$ cat src/rtl/vx_tex_issuer.sv
// Texture request initiator: allocates a pending slot per instruction, issues a tagged request, and commits on response.
// Latency: exe fire -> tex_req_valid next cycle; response fire -> commit_valid next cycle (all outputs registered).
// Backpressure: exe stalls when the table is full or the request register is held; responses stall while a commit is held.
//
// Ports:
//   clk, reset (async, active-low)
//   exe_*      : instruction in (valid/ready + context, coords, lod, stage)
//   tex_req_*  : request out to texture unit, tag = {uuid, slot}
//   tex_rsp_*  : response in (texels + tag)
//   commit_*   : writeback out (recovered context + texels)
//   pending_count : allocated slots; err_bad_tag : sticky, response hit an unallocated slot
module vx_tex_issuer #(
    parameter int NUM_LANES    = 4,
    parameter int PENDING_SIZE = 8,
    parameter int UUID_WIDTH   = 8,
    parameter int WID_WIDTH    = 4,
    parameter int RD_WIDTH     = 5,
    parameter int LOD_BITS     = 4,
    parameter int STAGE_BITS   = 1
) (
    input  logic                                        clk,
    input  logic                                        reset,

    input  logic                                        exe_valid,
    output logic                                        exe_ready,
    input  logic [UUID_WIDTH-1:0]                       exe_uuid,
    input  logic [WID_WIDTH-1:0]                        exe_wid,
    input  logic [NUM_LANES-1:0]                        exe_tmask,
    input  logic [31:0]                                 exe_pc,
    input  logic [RD_WIDTH-1:0]                         exe_rd,
    input  logic [STAGE_BITS-1:0]                       exe_stage,
    input  logic [2*NUM_LANES*32-1:0]                   exe_coords,
    input  logic [NUM_LANES*LOD_BITS-1:0]               exe_lod,

    output logic                                        tex_req_valid,
    input  logic                                        tex_req_ready,
    output logic [NUM_LANES-1:0]                        tex_req_mask,
    output logic [2*NUM_LANES*32-1:0]                   tex_req_coords,
    output logic [NUM_LANES*LOD_BITS-1:0]               tex_req_lod,
    output logic [STAGE_BITS-1:0]                       tex_req_stage,
    output logic [UUID_WIDTH+$clog2(PENDING_SIZE)-1:0]  tex_req_tag,

    input  logic                                        tex_rsp_valid,
    output logic                                        tex_rsp_ready,
    input  logic [NUM_LANES*32-1:0]                     tex_rsp_texels,
    input  logic [UUID_WIDTH+$clog2(PENDING_SIZE)-1:0]  tex_rsp_tag,

    output logic                                        commit_valid,
    input  logic                                        commit_ready,
    output logic [UUID_WIDTH-1:0]                       commit_uuid,
    output logic [WID_WIDTH-1:0]                        commit_wid,
    output logic [NUM_LANES-1:0]                        commit_tmask,
    output logic [31:0]                                 commit_pc,
    output logic [RD_WIDTH-1:0]                         commit_rd,
    output logic [NUM_LANES*32-1:0]                     commit_data,

    output logic [$clog2(PENDING_SIZE):0]               pending_count,
    output logic                                        err_bad_tag
);

    localparam int SLOT_W    = $clog2(PENDING_SIZE);
    localparam int CNT_W     = SLOT_W + 1;
    localparam int TAG_WIDTH = UUID_WIDTH + SLOT_W;
    localparam logic [CNT_W-1:0] CNT_FULL = CNT_W'(PENDING_SIZE);
    localparam logic [CNT_W-1:0] CNT_ONE  = CNT_W'(1);

    // Pending table: only the valid vector is reset; payload is don't-care until allocated.
    logic [PENDING_SIZE-1:0] slot_busy;
    logic [WID_WIDTH-1:0]    tbl_wid   [PENDING_SIZE];
    logic [NUM_LANES-1:0]    tbl_tmask [PENDING_SIZE];
    logic [31:0]             tbl_pc    [PENDING_SIZE];
    logic [RD_WIDTH-1:0]     tbl_rd    [PENDING_SIZE];

    logic [SLOT_W-1:0]     alloc_slot;
    logic [SLOT_W-1:0]     rsp_slot;
    logic [UUID_WIDTH-1:0] rsp_uuid;
    logic                  rsp_hit;
    logic                  exe_fire;
    logic                  req_fire;
    logic                  rsp_fire;
    logic                  rsp_release;
    logic                  commit_fire;

    // Lowest-index free slot from the registered valid vector, so a slot
    // released this cycle only becomes eligible next cycle.
    always_comb begin
        alloc_slot = '0;
        for (int i = PENDING_SIZE - 1; i >= 0; i--) begin
            if (!slot_busy[i]) begin
                alloc_slot = SLOT_W'(i);
            end
        end
    end

    assign rsp_slot = tex_rsp_tag[SLOT_W-1:0];
    assign rsp_uuid = tex_rsp_tag[TAG_WIDTH-1:SLOT_W];
    assign rsp_hit  = slot_busy[rsp_slot];

    // Gated by reset so nothing is offered upstream while reset is held.
    assign exe_ready     = reset && (pending_count < CNT_FULL) && (!tex_req_valid || tex_req_ready);
    assign tex_rsp_ready = !commit_valid || commit_ready;

    assign exe_fire    = exe_valid && exe_ready;
    assign req_fire    = tex_req_valid && tex_req_ready;
    assign rsp_fire    = tex_rsp_valid && tex_rsp_ready;
    assign rsp_release = rsp_fire && rsp_hit;
    assign commit_fire = commit_valid && commit_ready;

    always_ff @(posedge clk) begin
        if (exe_fire) begin
            tbl_wid[alloc_slot]   <= exe_wid;
            tbl_tmask[alloc_slot] <= exe_tmask;
            tbl_pc[alloc_slot]    <= exe_pc;
            tbl_rd[alloc_slot]    <= exe_rd;
        end
    end

    // Allocation and release never target the same index in one cycle:
    // allocation picks a clear slot, release only acts on a set one.
    always_ff @(posedge clk or negedge reset) begin
        if (!reset) begin
            slot_busy     <= '0;
            pending_count <= '0;
            err_bad_tag   <= 1'b0;
        end else begin
            if (exe_fire) begin
                slot_busy[alloc_slot] <= 1'b1;
            end
            if (rsp_release) begin
                slot_busy[rsp_slot] <= 1'b0;
            end
            if (exe_fire && !rsp_release) begin
                pending_count <= pending_count + CNT_ONE;
            end else if (!exe_fire && rsp_release) begin
                pending_count <= pending_count - CNT_ONE;
            end
            if (rsp_fire && !rsp_hit) begin
                err_bad_tag <= 1'b1;
            end
        end
    end

    // Request register: a new exe fire may overwrite it in the cycle the old one fires.
    always_ff @(posedge clk or negedge reset) begin
        if (!reset) begin
            tex_req_valid  <= 1'b0;
            tex_req_mask   <= '0;
            tex_req_coords <= '0;
            tex_req_lod    <= '0;
            tex_req_stage  <= '0;
            tex_req_tag    <= '0;
        end else if (exe_fire) begin
            tex_req_valid  <= 1'b1;
            tex_req_mask   <= exe_tmask;
            tex_req_coords <= exe_coords;
            tex_req_lod    <= exe_lod;
            tex_req_stage  <= exe_stage;
            tex_req_tag    <= {exe_uuid, alloc_slot};
        end else if (req_fire) begin
            tex_req_valid  <= 1'b0;
        end
    end

    // Commit register: a bad-tag response is consumed without producing a commit.
    always_ff @(posedge clk or negedge reset) begin
        if (!reset) begin
            commit_valid <= 1'b0;
            commit_uuid  <= '0;
            commit_wid   <= '0;
            commit_tmask <= '0;
            commit_pc    <= '0;
            commit_rd    <= '0;
            commit_data  <= '0;
        end else if (rsp_release) begin
            commit_valid <= 1'b1;
            commit_uuid  <= rsp_uuid;
            commit_wid   <= tbl_wid[rsp_slot];
            commit_tmask <= tbl_tmask[rsp_slot];
            commit_pc    <= tbl_pc[rsp_slot];
            commit_rd    <= tbl_rd[rsp_slot];
            commit_data  <= tex_rsp_texels;
        end else if (commit_fire) begin
            commit_valid <= 1'b0;
        end
    end

endmodule

$ cat config.mk
export PLATFORM = sky130hd
export DESIGN_NAME = vx_tex_issuer
export DESIGN_NICKNAME = d
export VERILOG_FILES = /design/src/rtl/vx_tex_issuer.sv
export SDC_FILE = /design/constraint.sdc
export NUM_CORES = 1
export LEC_CHECK = 0
export BUFFER_PORTS_ARGS = -buffer_cell sky130_fd_sc_hd__buf_4
export CORE_AREA = 2 2 372 374
export CTS_BUF_LIST = sky130_fd_sc_hd__clkbuf_16
export DETAILED_ROUTE_END_ITERATION = 10
export DIE_AREA = 0 0 374 376
export PLACE_DENSITY_LB_ADDON = 0.12
export SLEW_MARGIN = 10
export SYNTH_ARGS = -nofsm -noshare
export SYNTH_HDL_FRONTEND = slang
export SYNTH_SLANG_ARGS = --single-unit
$ cat constraint.sdc
create_clock -name clk -period 6.85 [get_ports clk]
set_clock_uncertainty 0.15 [all_clocks]
set_input_delay 1.37 -clock clk [delete_from_list [all_inputs] [get_ports clk]]
set_output_delay 1.37 -clock clk [all_outputs]
set_load 0.01 [all_outputs]
# Word level (Yosys, flattened, before mapping)
# Memory sizes are Yosys's and may differ from the RTL's. A register that Yosys moved wholly into a read port is not among the register bits.
# Cells that the tools add are included.
# word_totals
register_bits,439
latch_bits,0
mem_bits_rw,360
romBits,0
mem_count,4
# memory_table
name,depth,word_bits,rd,rd_clocked_by_memory_dff,write_ports,line_no,rtl
tbl_pc,8,32,1,1,1,71,logic [31:0] tbl_pc [PENDING_SIZE];
tbl_rd,8,5,1,1,1,72,logic [RD_WIDTH-1:0] tbl_rd [PENDING_SIZE];
tbl_tmask,8,4,1,1,1,70,logic [NUM_LANES-1:0] tbl_tmask [PENDING_SIZE];
tbl_wid,8,4,1,1,1,69,logic [WID_WIDTH-1:0] tbl_wid [PENDING_SIZE];
# op_classes
n_addsub,2
n_mul,0
div_mod_pow,0
n_lt_le_gt_ge,5
eq_ne,0
n_shift,0
n_mux,24
n_bitwise,3
n_reduce_logical,26
# ops
operator,count
two-way mux 3 bit,8
two-way mux 8 bit,2
logical AND 1 bit,12
zero test 1 bit,9
two-way mux 1 bit,9
bitwise AND 8 bit,1
< comparator 3 x 4 -> 1 bit (second input constant),2
two-way mux 4 bit,2
inverter 8 bit,1
OR 8 bit,1
demux 1 bit (select 3 bit),2
>= comparator 3 x 1 -> 1 bit (second input constant),2
nonzero test 2 bit,3
adder 4 x 1 -> 4 bit (second input constant),1
< comparator 4 bit (second input constant),1
subtractor 4 x 1 -> 4 bit (second input constant),1
binary-select mux 1 bit (select 3 bit),1
logical OR 1 bit,2

# Depth between registers and ports, before layout
# Gate-level depths: netlist of run 1.
# logic_depth
word_depth,16
mapped_depth,16

# Least setup slack after synthesis of run 1
# No wires, ideal clock.
# synth_timing
path_type,input-to-reg
from,input port exe_valid
to,"memory tbl_pc[2][0], enable pin"
setup_time_ns,0.503
arrival_time_ns,5.052
required_ns,6.197
slack_ns,1.145
stages,3
path_buffers,1
path_cell_list,o2111ai_1 > clkbuf_1 > nor3_1
# synth_via
elab_chain_len,3
# synth_rtl
element,line_no,rtl
start: declaration,24,"input logic exe_valid,"
logical AND 1 bit,103,assign exe_fire = exe_valid && exe_ready;
two-way mux 1 bit,110,if (exe_fire) begin
two-way mux 1 bit (implied by the code),113,tbl_pc[alloc_slot] <= exe_pc;
end: declaration,71,
# No other way between the ends.

# Worst setup path after layout of run 1
# layout_timing
from,input port reset
to,output port exe_ready
# layout_via
elab_chain_len,2
# layout_rtl
element,line_no,rtl
start: declaration,22,"input logic reset,"
logical AND 1 bit (2 in a row),100,assign exe_ready = reset && (pending_count < CNT_FULL) && (!tex_req_valid || tex_req_ready);
end: declaration,25,"output logic exe_ready,"
# No other way between the ends.

==> metrics, run 1 <==
GRT Residual Overflow 0; clk buf depth 3; Seq/Total Area, Yosys between 70 and 80%; final hold violation count 0; Slew Limit Fails 0; Placed Cells 4967; WHS Endpoint tex_req_coords[11]; DR pass1 iterations 7; Worst Path Required 5.33 ns; RSZ-0062 raised after global routing false; Clock Latency Late Sink approximately 0.73 ns; HPWL after DPL approximately 120 mm; clock edge transition at the registers on the reported setup and hold paths 0.06 ns; fraction of layout cells with a size suffix above 1 37.8%; total global routing track utilization between 20% and 30%; CTS Buf Count 100; Vias 22638; crit path kind in2out; slack of the worst reg-to-reg path around 3.4 ns; DR DRC count 0; setup TNS 0 ns; Avg WL per Cell ~30 microns; final core utilization between 30% and 40%; reg2reg start slot_busy[0]; top-count cell post-synth nand2_1; mean area per synthesized cell around 14 sq um; Core ar. 0.137 sq mm; biggest area consumer among synthesized cells dfrtp_1; CP max stage delay between 0.4 and 0.5 ns; hold depth 2; Least-Margin Pin Slew approximately 1.2 ns; Total Die Area between 0.1 and 0.15 sq mm; Starting Density between 20% and 30%; Antenna Nets Post-Route 0; Starting DRT DRC Count about 1800; Die X approximately 370 microns; Synth area leaders dfrtp_1, edfxtp_1, nand2_1, mux2_4, a22oi_1; status finished, final reports clean; # Post-CTS Setup Buffers 0; Cell Rows roughly 140; height of the die 376 microns; clock sink count 844; ys async rst share 57.3%; TritonCTS clock tree yes; post_cts resized 0; CTS Root Cell clkbuf_16; Max-slew headroom around 22%; critical path arrival between 2 and 2.5 ns; Commonest cells post-synth nand2_1, dfrtp_1, edfxtp_1; Layout Cells excl Fill just over 5000; final wirelength about 160 mm; min Tclk post-route between 3 and 4 ns; FMAX 253 MHz; CP Max Fanout 74; worst-case reg-to-reg path depth 13; critical-path cell list buf_8 -> o211a_1 -> buf_4; Final Cell Area 0.0438 sq mm; syn nets 2800; H-tree depth 3; maxcap violations 0; DP Area roughly 0.041 sq mm; Syn Std Cell Area 0.0314 sq mm; Worst Setup Start Kind input port; Synth cell types 46; crit path launch reset; Critical Path End Type output port; slowest cell on the critical path buf_8; IO Pins around 950; Buffers on Ports 948; Reg2Reg Capture Point pending_count[3]; leakage power approximately 21 nW; P&R area growth vs syn 39.5%; ys flop type dfrtp_1; via-per-instance ratio 4.38; Final setup viols 0; hold_buf cts 0; Tcrit/Tclk final between 50 and 60%; worst hold start tex_req_coords[11]; Post-synth EDFFs 360; Synth Instances 2325; routability-driven placement congestion ratio 0.944; largest net degree at the start of global routing approximately 180; Yosys top cell area share between 30% and 40%; vias in the first global route about 23000; power density over the cells roughly 250 mW/mm^2; initial antenna violation count 63; yosys warns 0; #FFs+latches synth approximately 840; VDD IR max approximately 0.17 mV; first-pass GRT wire length roughly 210 mm; Layout Nets around 3800; HP Class reg2reg
## cell usage in the layout (no fill, tap or decap), types with 18 or more instances in the layout
cell / count
a41oi_1: 18
edfxtp_1: 360
dfrtp_1: 484
a22oi_1: 126
clkinv_1: 19
inv_1: 36
nand2_1: 869
buf_4: 968
clkbuf_16: 101
a21o_1: 46
a22o_1: 27
mux2_4: 128
a31oi_1: 28
a221oi_1: 27
## through the flow
step	total power, mW	setup WS (ns)	hold WS [ns]
floorplan	5.44	1.15	0.357
global placement	5.83	2.22	0.311
detailed placement	5.83	2.32	0.313
CTS	11.2	2.88	0.328
global route	11.4	2.83	0.343
finish	11.0	2.90	0.322
## worst max path at each step
stage	end
floorplan	tbl_pc[2][0]
global placement	pending_count[3]
detailed placement	pending_count[3]
CTS	exe_ready
global route	exe_ready
finish	exe_ready
## state kept, by name (all words and copies together) (netlist names), 16 cells and up
name and cells:
tbl_wid 32, commit_data 128, tex_req_coords 256, tbl_rd 40, commit_pc 32, tex_req_lod 16
tbl_pc 256, tbl_tmask 32
## per-layer routing
layer  share of wire, %  track usage (%)
met1                 41             27.1
met2                 46             34.0
met3                9.9             9.21
met4                2.6             6.38
met5               0.17                0
## final cells by class
class | count | area [sq um]
Antenna cell | 15 | 37.5
Clock buffer | 101 | 2530
Clock inverter | 85 | 704
Fill cell | 13905 | 92800
Inverter | 8 | 45.0
Multi-Input combinational cell | 1347 | 7980
Sequential cell | 844 | 22900
Tap cell | 1794 | 2240
Timing Repair Buffer | 974 | 7380
## worst max-delay path, delay by kind of cell
kind,cells,cell delay (ns)
buf+inv,2,0.64
compound gates,1,0.35
## cells by family (layout without fill, tap and decap cells)
logic type | after synthesis | after routing | synth area share, %
buf+inv | 134 | 1168 | 2.08
xor+xnor | 4 | 4 | 0.111
compound gates | 299 | 299 | 7.22
fa+ha+maj | 4 | 4 | 0.183
mux | 141 | 141 | 6.56
flops | 844 | 844 | 72.9
other cells | 0 | 15 | 0
simple gates | 899 | 899 | 10.9
## where the power goes
group | total (mW) | internal (mW) | switching (mW) | leakage, nW
clock network | 5.30 | 2.99 | 2.31 | 1.68
registers | 5.28 | 5.28 | 0.0000000000000000151 | 9.99
logic | 0.439 | 0.204 | 0.235 | 9.76
(Power assumes the default switching activity.)
==> inputs of run 2 (changes only) <==
Settings changed: ABC_AREA set to 1, CORE_AREA 2 2 372 374 to 2 2 367 369, DIE_AREA 0 0 374 376 to 0 0 369 371.
Clock period 6.85 ns to 3.6 ns, I/O delays scaled along.
==> run 2 against run 1 <==
Against the previous run: first-iteration DRC count up 21%; hold slack worse by 0.27 ns; sequential share of layout area down 3.5 points; die area down 2.6%; cell count up 20%; design area up 7.2%; critical path depth up 4; register-to-register slack worse by 2.7 ns; total power rose to 3.4 times the previous value; clock power up 92%; critical path type unchanged; critical endpoint unchanged; highest routed layer unchanged.
==> metrics, run 2 <==
clock sink count 844 (unchanged); GRT Residual Overflow 0 (unchanged); Critical Path End Type output port; CP max stage delay 0.56 ns (+0.11 ns); Antenna Nets Post-Route 0 (unchanged); TritonCTS clock tree yes; Slew Limit Fails 0 (unchanged); Final Cell Area 0.0470 sq mm (+7.2%); Starting Density 24.4% (+1.4 points); Total Die Area 0.137 sq mm (-2.6%); Die X 369 microns (-1.3%); Synth cell types 27 (-41%); leakage power 22.5 nW (+4.9%); CTS Root Cell clkbuf_16; Synth Instances 3186 (+37%); Least-Margin Pin Slew 1.11 ns (-0.0606 ns); critical-path cell list dlygate4sd3_1 -> buf_8 -> inv_1 -> nor2_1 -> nand2_1 -> inv_1 -> buf_4; CP Max Fanout 3 (-96%); Cell Rows 134 (-1.5%); mean area per synthesized cell 10.2 sq um (-25%); ys async rst share 57.3% (unchanged); Buffers on Ports 948 (unchanged); ys flop type dfrtp_1; DP Area 0.0417 sq mm (+2.8%); HPWL after DPL 122 mm (+6.1%); Worst Path Required 2.73 ns (-2.60 ns); yosys warns 0 (unchanged); slack of the worst reg-to-reg path 0.73 ns (-2.70 ns); maxcap violations 0 (unchanged); Core ar. 0.133 sq mm (-2.8%); clock edge transition at the registers on the reported setup and hold paths 0.05 ns (about the same); DR DRC count 0 (unchanged); clk buf depth 3 (unchanged); Commonest cells post-synth nand2_1, dfrtp_1, edfxtp_1; area of the multi-input gates 0.00855 sq mm (+7.1%); Layout Nets 4799 (+28%); critical path arrival 2.33 ns (-0.10 ns); first-pass GRT wire length 221 mm (+6.0%); most common cell after layout, fill and taps aside nand2_1; status finished, final reports clean; Synth area leaders dfrtp_1, edfxtp_1, nand2_1, a21oi_1, o21ai_0; most frequent cells in the layout nand2_1, buf_4, dfrtp_1; final hold violation count 0 (unchanged); Tcrit/Tclk final between 80% and 90%; CTS Buf Count 102 (+2.0%); H-tree depth 3 (unchanged); via-per-instance ratio 4.35 (-0.60%); # fillers 13746 (-1.1%); RSZ-0062 raised after global routing false; biggest area consumer among synthesized cells dfrtp_1; slowest cell on the critical path dlygate4sd3_1; Largest regs tbl_pc: 256 flops, tex_req_coords: 256 flops, commit_data: 128 flops; Tot Pwr 37.4 mW (+240%); FMAX approximately 310 MHz; vias in the first global route 26239 (+16%); height of the die 371 microns (-1.3%); Seq/Total Area, Yosys 70.7% (-2.3 points); IO Pins 949 (unchanged); top-count cell post-synth nand2_1; power density over the cells 795 mW/mm^2 (+220%); DP Worst Slack 0.339 ns (-1.98 ns); # Post-CTS Setup Buffers 0 (unchanged); Clock Latency Late Sink 0.74 ns (about the same); #FFs+latches synth 844 (unchanged); P&R area growth vs syn 44.9%; final wirelength 165 mm (+5.5%); HP Class in2reg; min Tclk post-route 3.20 ns; Avg WL per Cell 26.7 microns (-12%); worst hold slack 0.0539 ns (-0.268 ns); Syn Std Cell Area 0.0324 sq mm (+3.2%); Starting DRT DRC Count 2211 (+21%); final worst slack 0.402 ns (-2.50 ns); routability-driven placement congestion ratio 0.848 (-10%); setup TNS 0 ns (unchanged); initial antenna violation count 67 (+6.3%); largest net degree at the start of global routing 148 (-17%); crit path kind in2out; Register Area 0.0229 sq mm (unchanged); Post-synth EDFFs 360 (unchanged); syn nets 3661 (+31%); total global routing track utilization 23.5% (+1.8 points); fraction of layout cells with a size suffix above 1 26.3% (-11 points); Worst Setup Start Kind input port; Vias 26978 (+19%); DR pass1 iterations 5 (-2); VDD IR max 0.358 mV (+110%); Yosys top cell area share 37.3% (-1.2 points); Final setup viols 0 (unchanged); Max-slew headroom 25.7% (+3.6 points); cell mode on critical path inv_1
## run 2: changes by cell type in the layout (fill, tap and decap cells not counted), moves of 31 or more
| cell | before | now |
|---|---|---|
| nand2_1 | 869 | 1795 |
| dlygate4sd3_1 | 0 | 198 |
| a21oi_1 | 11 | 163 |
| mux2_4 | 128 | 0 |
| a22oi_1 | 126 | 9 |
| o21ai_0 | 6 | 74 |
| a21o_1 | 46 | 0 |
| nand3_1 | 0 | 31 |
## run 2: stage by stage
stage / util, % / std cells
6_report: 35.4 / 6196
4_1_cts: 35.4 / 6179
3_5_place_dp: 31.4 / 5790
3_3_place_gp: 31.4 / 5790
5_1_grt: 35.4 / 6185
2_1_floorplan: - / 3186
## run 2: final cells by class
cell class / count / area share, %
flip-flops and latches: 844 / 48.8
repair buffers: 1206 / 20.9
multi-input cells: 2129 / 18.2
clock buffers: 102 / 5.43
well taps: 1768 / 4.71
clock inverters: 89 / 1.57
inverters: 41 / 0.359
diodes: 17 / 0.0905
## run 2: report_power, final
group,switching (mW),internal [mW],total (mW),leakage [nW]
clock,4.43,5.75,10.2,1.69
sequential,1.91,12.8,14.7,9.27
combinational,7.46,5.01,12.5,11.5
## run 2: timing repair
| item | in CTS | in global routing |
|---|---|---|
| endpoints found under the hold margin | 286 | 0 |
| hold buffers | 198 | 0 |
| setup endpoints to repair | 0 | 0 |
| resized for setup | 0 | 0 |
## run 2: worst paths after layout
kind / from / to / depth (start not counted)
min reg2reg: tex_req_coords[172] / tex_req_coords[172] / 2
max in group asynchronous: reset / tex_req_tag[8] / 4
max reg2reg: slot_busy[0] / pending_count[3] / 15
min: tex_rsp_tag[7] / commit_uuid[4] / 3
min in group asynchronous: reset / tex_req_coords[222] / 3
max: reset / exe_ready / 7
## run 2: critical path: cells and delay by family
family / cells / cell delay (ns)
and+or+nand+nor: 2 / 0.49
buffers and inverters: 5 / 1.10
## run 2: cells by family (layout without fill, tap and decap cells)
kind of cell / count (synthesis) / count (layout) / synth area share, %
AND/OR/NAND/NOR: 1866 / 1866 / 21.9
flip-flops: 844 / 844 / 70.7
AO/OA/AOI/OAI: 255 / 255 / 4.02
buffers and inverters: 213 / 1438 / 3.17
adder cells (fa/ha/maj): 4 / 4 / 0.177
XOR/XNOR: 3 / 3 / 0.0810
multiplexers: 1 / 1 / 0.0347
other: 0 / 17 / 0
## run 2: routing by layer
| layer | up-vias | track usage [%] | part of all wire [%] |
|---|---|---|---|
| li1 | 12521 | - | - |
| met5 | - | 0 | 0.26 |
| met3 | 254 | 11.4 | 11 |
| met2 | 918 | 32.5 | 41 |
| met1 | 13217 | 31.4 | 44 |
| met4 | 68 | 8.78 | 3.7 |
==> inputs of run 3 (changes only) <==
==> constraint.sdc (replaced) <==
create_clock -name clk -period 3.6 [get_ports clk]
set_clock_uncertainty 0.15 [all_clocks]
set_input_delay 0.54 -clock clk [delete_from_list [all_inputs] [get_ports clk]]
set_output_delay 0.54 -clock clk [all_outputs]
set_load 0.01 [all_outputs]
==> run 3 against run 2 <==
Against the previous run: design area rose by 5.1%; fmax rose by 13%; hold slack got worse by 0.0052 ns; global-route usage rose by 0.15 points; core utilization rose by 1.8 points; register-to-register slack improved by 0.05 ns; die area did not move; highest routed layer unchanged; critical path type is now reg2reg; count of clock-buffer cells in the layout rose by 1; largest power group unchanged.
==> metrics, run 3 (synthesis results as in run 2) <==
status finished, final reports clean; clock edge transition at the registers on the reported setup and hold paths 0.06 ns (about the same); CP Max Fanout 28 (+25); cell mode on critical path nand2_1; Critical Path End Type flop; IO Pins 949 (unchanged); initial antenna violation count 64 (-4.5%); Avg WL per Cell 25.9 microns (-3.0%); Buffers on Ports 948 (unchanged); Max-slew headroom 29.9% (+4.1 points); Tcrit/Tclk final 78.4% (-10 points); worst path bufs/invs 1 (-4); GRT Residual Overflow 0 (unchanged); Final setup viols 0 (unchanged); Die X 369 microns (unchanged); routability-driven placement congestion ratio 0.852 (+0.53%); min Tclk post-route 2.82 ns (-0.376 ns); via-per-instance ratio 4.35 (about the same); slowest cell on the critical path dfrtp_1; HPWL after DPL 122 mm (-0.25%); critical-path cell list nand2_1 -> nand2_1 -> nand2_1 -> nand2_1 -> nand2_1 -> nand2_2 -> nand2_8 -> ha_1 -> inv_1 -> ha_1 -> a21oi_1 -> nand2_1 -> a21oi_1 -> o21ai_0 -> xnor2_1; Antenna Nets Post-Route 0 (unchanged); leakage power 23.5 nW (+4.4%); fraction of layout cells with a size suffix above 1 25.1% (-1.2 points); first-pass GRT wire length 225 mm (+1.6%); Starting DRT DRC Count 2307 (+4.3%); CP max stage delay 0.61 ns (+0.05 ns); Worst Path Required 4.03 ns (+1.30 ns); vias in the first global route 27182 (+3.6%); Largest regs tbl_pc: 256 flops, tex_req_coords: 256 flops, commit_data: 128 flops; # fillers 13603 (-1.0%); CTS Root Cell clkbuf_16; Core ar. 0.133 sq mm (unchanged); maxcap violations 0 (unchanged); P&R area growth vs syn 52.3%; worst hold slack 0.0486 ns (-0.00524 ns); clock sink count 844 (unchanged); RSZ-0062 raised after global routing false; crit-path leading delay family simple AND/OR/NAND/NOR gates; DR DRC count 0 (unchanged); TritonCTS clock tree yes; post_cts resized 0 (unchanged); HP Class in2reg; Vias 28024 (+3.9%); Least-Margin Pin Slew 1.05 ns (-0.0560 ns); final hold violation count 0 (unchanged); setup TNS 0 ns (unchanged); DR pass1 iterations 7 (+2); FMAX 354 MHz (+13%); final worst slack 0.778 ns (+0.376 ns); critical path arrival 3.26 ns (+0.93 ns); Cell Rows 134 (unchanged); CTS Buf Count 101 (-0.98%); Tot Pwr 37.9 mW (+1.4%); most common cell after layout, fill and taps aside nand2_1; Layout Nets 5039 (+5.0%); power density over the cells 767 mW/mm^2 (-3.6%); most frequent cells in the layout nand2_1, buf_4, dfrtp_1; Worst Setup Start Kind flop; DP Worst Slack 0.579 ns (+0.240 ns); height of the die 371 microns (unchanged); final wirelength 167 mm (+0.78%); Slew Limit Fails 0 (unchanged); Clock Latency Late Sink 0.72 ns (-0.02 ns); Starting Density 24.4% (unchanged); clk buf depth 3 (unchanged); VDD IR max 0.386 mV (+7.6%); H-tree depth 3 (unchanged); Total Die Area 0.137 sq mm (unchanged); total global routing track utilization 23.6% (+0.15 points); largest net degree at the start of global routing 145 (-2.0%); crit path kind reg2reg; # Post-CTS Setup Buffers 0 (unchanged)
run 3: through the flow:
step | std cells | instance area (sq um) | util [%]
final | 6436 | 49400 | 37.2
after CTS | 6417 | 49400 | 37.2
after floorplan | 3186 | 32500 | -
after detailed placement | 5789 | 41600 | 31.3
after global placement | 5789 | 41600 | 31.3
after global routing | 6425 | 49400 | 37.2
run 3: path summary, 6_finish.rpt:
check	depth (start not counted)	startpoint	endpoint	slack, ns
max	15	slot_busy[0]	pending_count[3]	0.78
min	3	exe_coords[193]	tex_req_coords[193]	0.05
max reg2reg	15	slot_busy[0]	pending_count[3]	0.78
min reg2reg	2	tex_req_coords[183]	tex_req_coords[183]	0.32
max in group asynchronous	4	reset	tex_req_coords[154]	1.29
min in group asynchronous	3	reset	tex_req_coords[234]	0.39
run 3: layout make-up:
| type | instances | area (sq um) | share of cell area, % |
|---|---|---|---|
| diodes | 19 | 47.5 | 0.0962 |
| flip-flops and latches | 844 | 22900 | 46.4 |
| clock buffers | 103 | 2580 | 5.22 |
| multi-input cells | 2129 | 8550 | 17.3 |
| repair buffers | 1447 | 12200 | 24.6 |
| clock inverters | 85 | 779 | 1.58 |
| well taps | 1768 | 2210 | 4.48 |
| inverters | 41 | 169 | 0.342 |
run 3: where the power goes:
group / internal [mW] / total (mW) / leakage [nW] / switching [mW]
clock network: 6.13 / 10.5 / 1.69 / 4.41
registers: 12.8 / 14.6 / 9.27 / 1.76
logic: 5.16 / 12.8 / 12.5 / 7.60
run 3: routing by layer:
| layer | share of wire, % | vias to the layer above | GRT usage (%) |
|---|---|---|---|
| met5 | 0.24 | - | 0 |
| met3 | 9.5 | 235 | 8.67 |
| li1 | - | 13008 | - |
| met4 | 2.5 | 64 | 6.29 |
| met2 | 42 | 1012 | 33.8 |
| met1 | 46 | 13705 | 33.4 |
run 3: worst register-to-register path, stage by stage, from the launching register on:
cell	delay (ns)
dfrtp_1	0.61
nand2_1	0.10
nand2_1	0.07
nand2_1	0.05
nand2_1	0.05
nand2_1	0.06
nand2_2	0.15
nand2_8	0.19
ha_1	0.27
inv_1	0.13
ha_1	0.29
a21oi_1	0.15
nand2_1	0.07
a21oi_1	0.11
o21ai_0	0.11
xnor2_1	0.14
run 3: timing repair:
action | in CTS | in global routing
hold endpoints to repair | 947 | 0
endpoints found under the setup margin | 0 | 0
hold buffers | 440 | 0
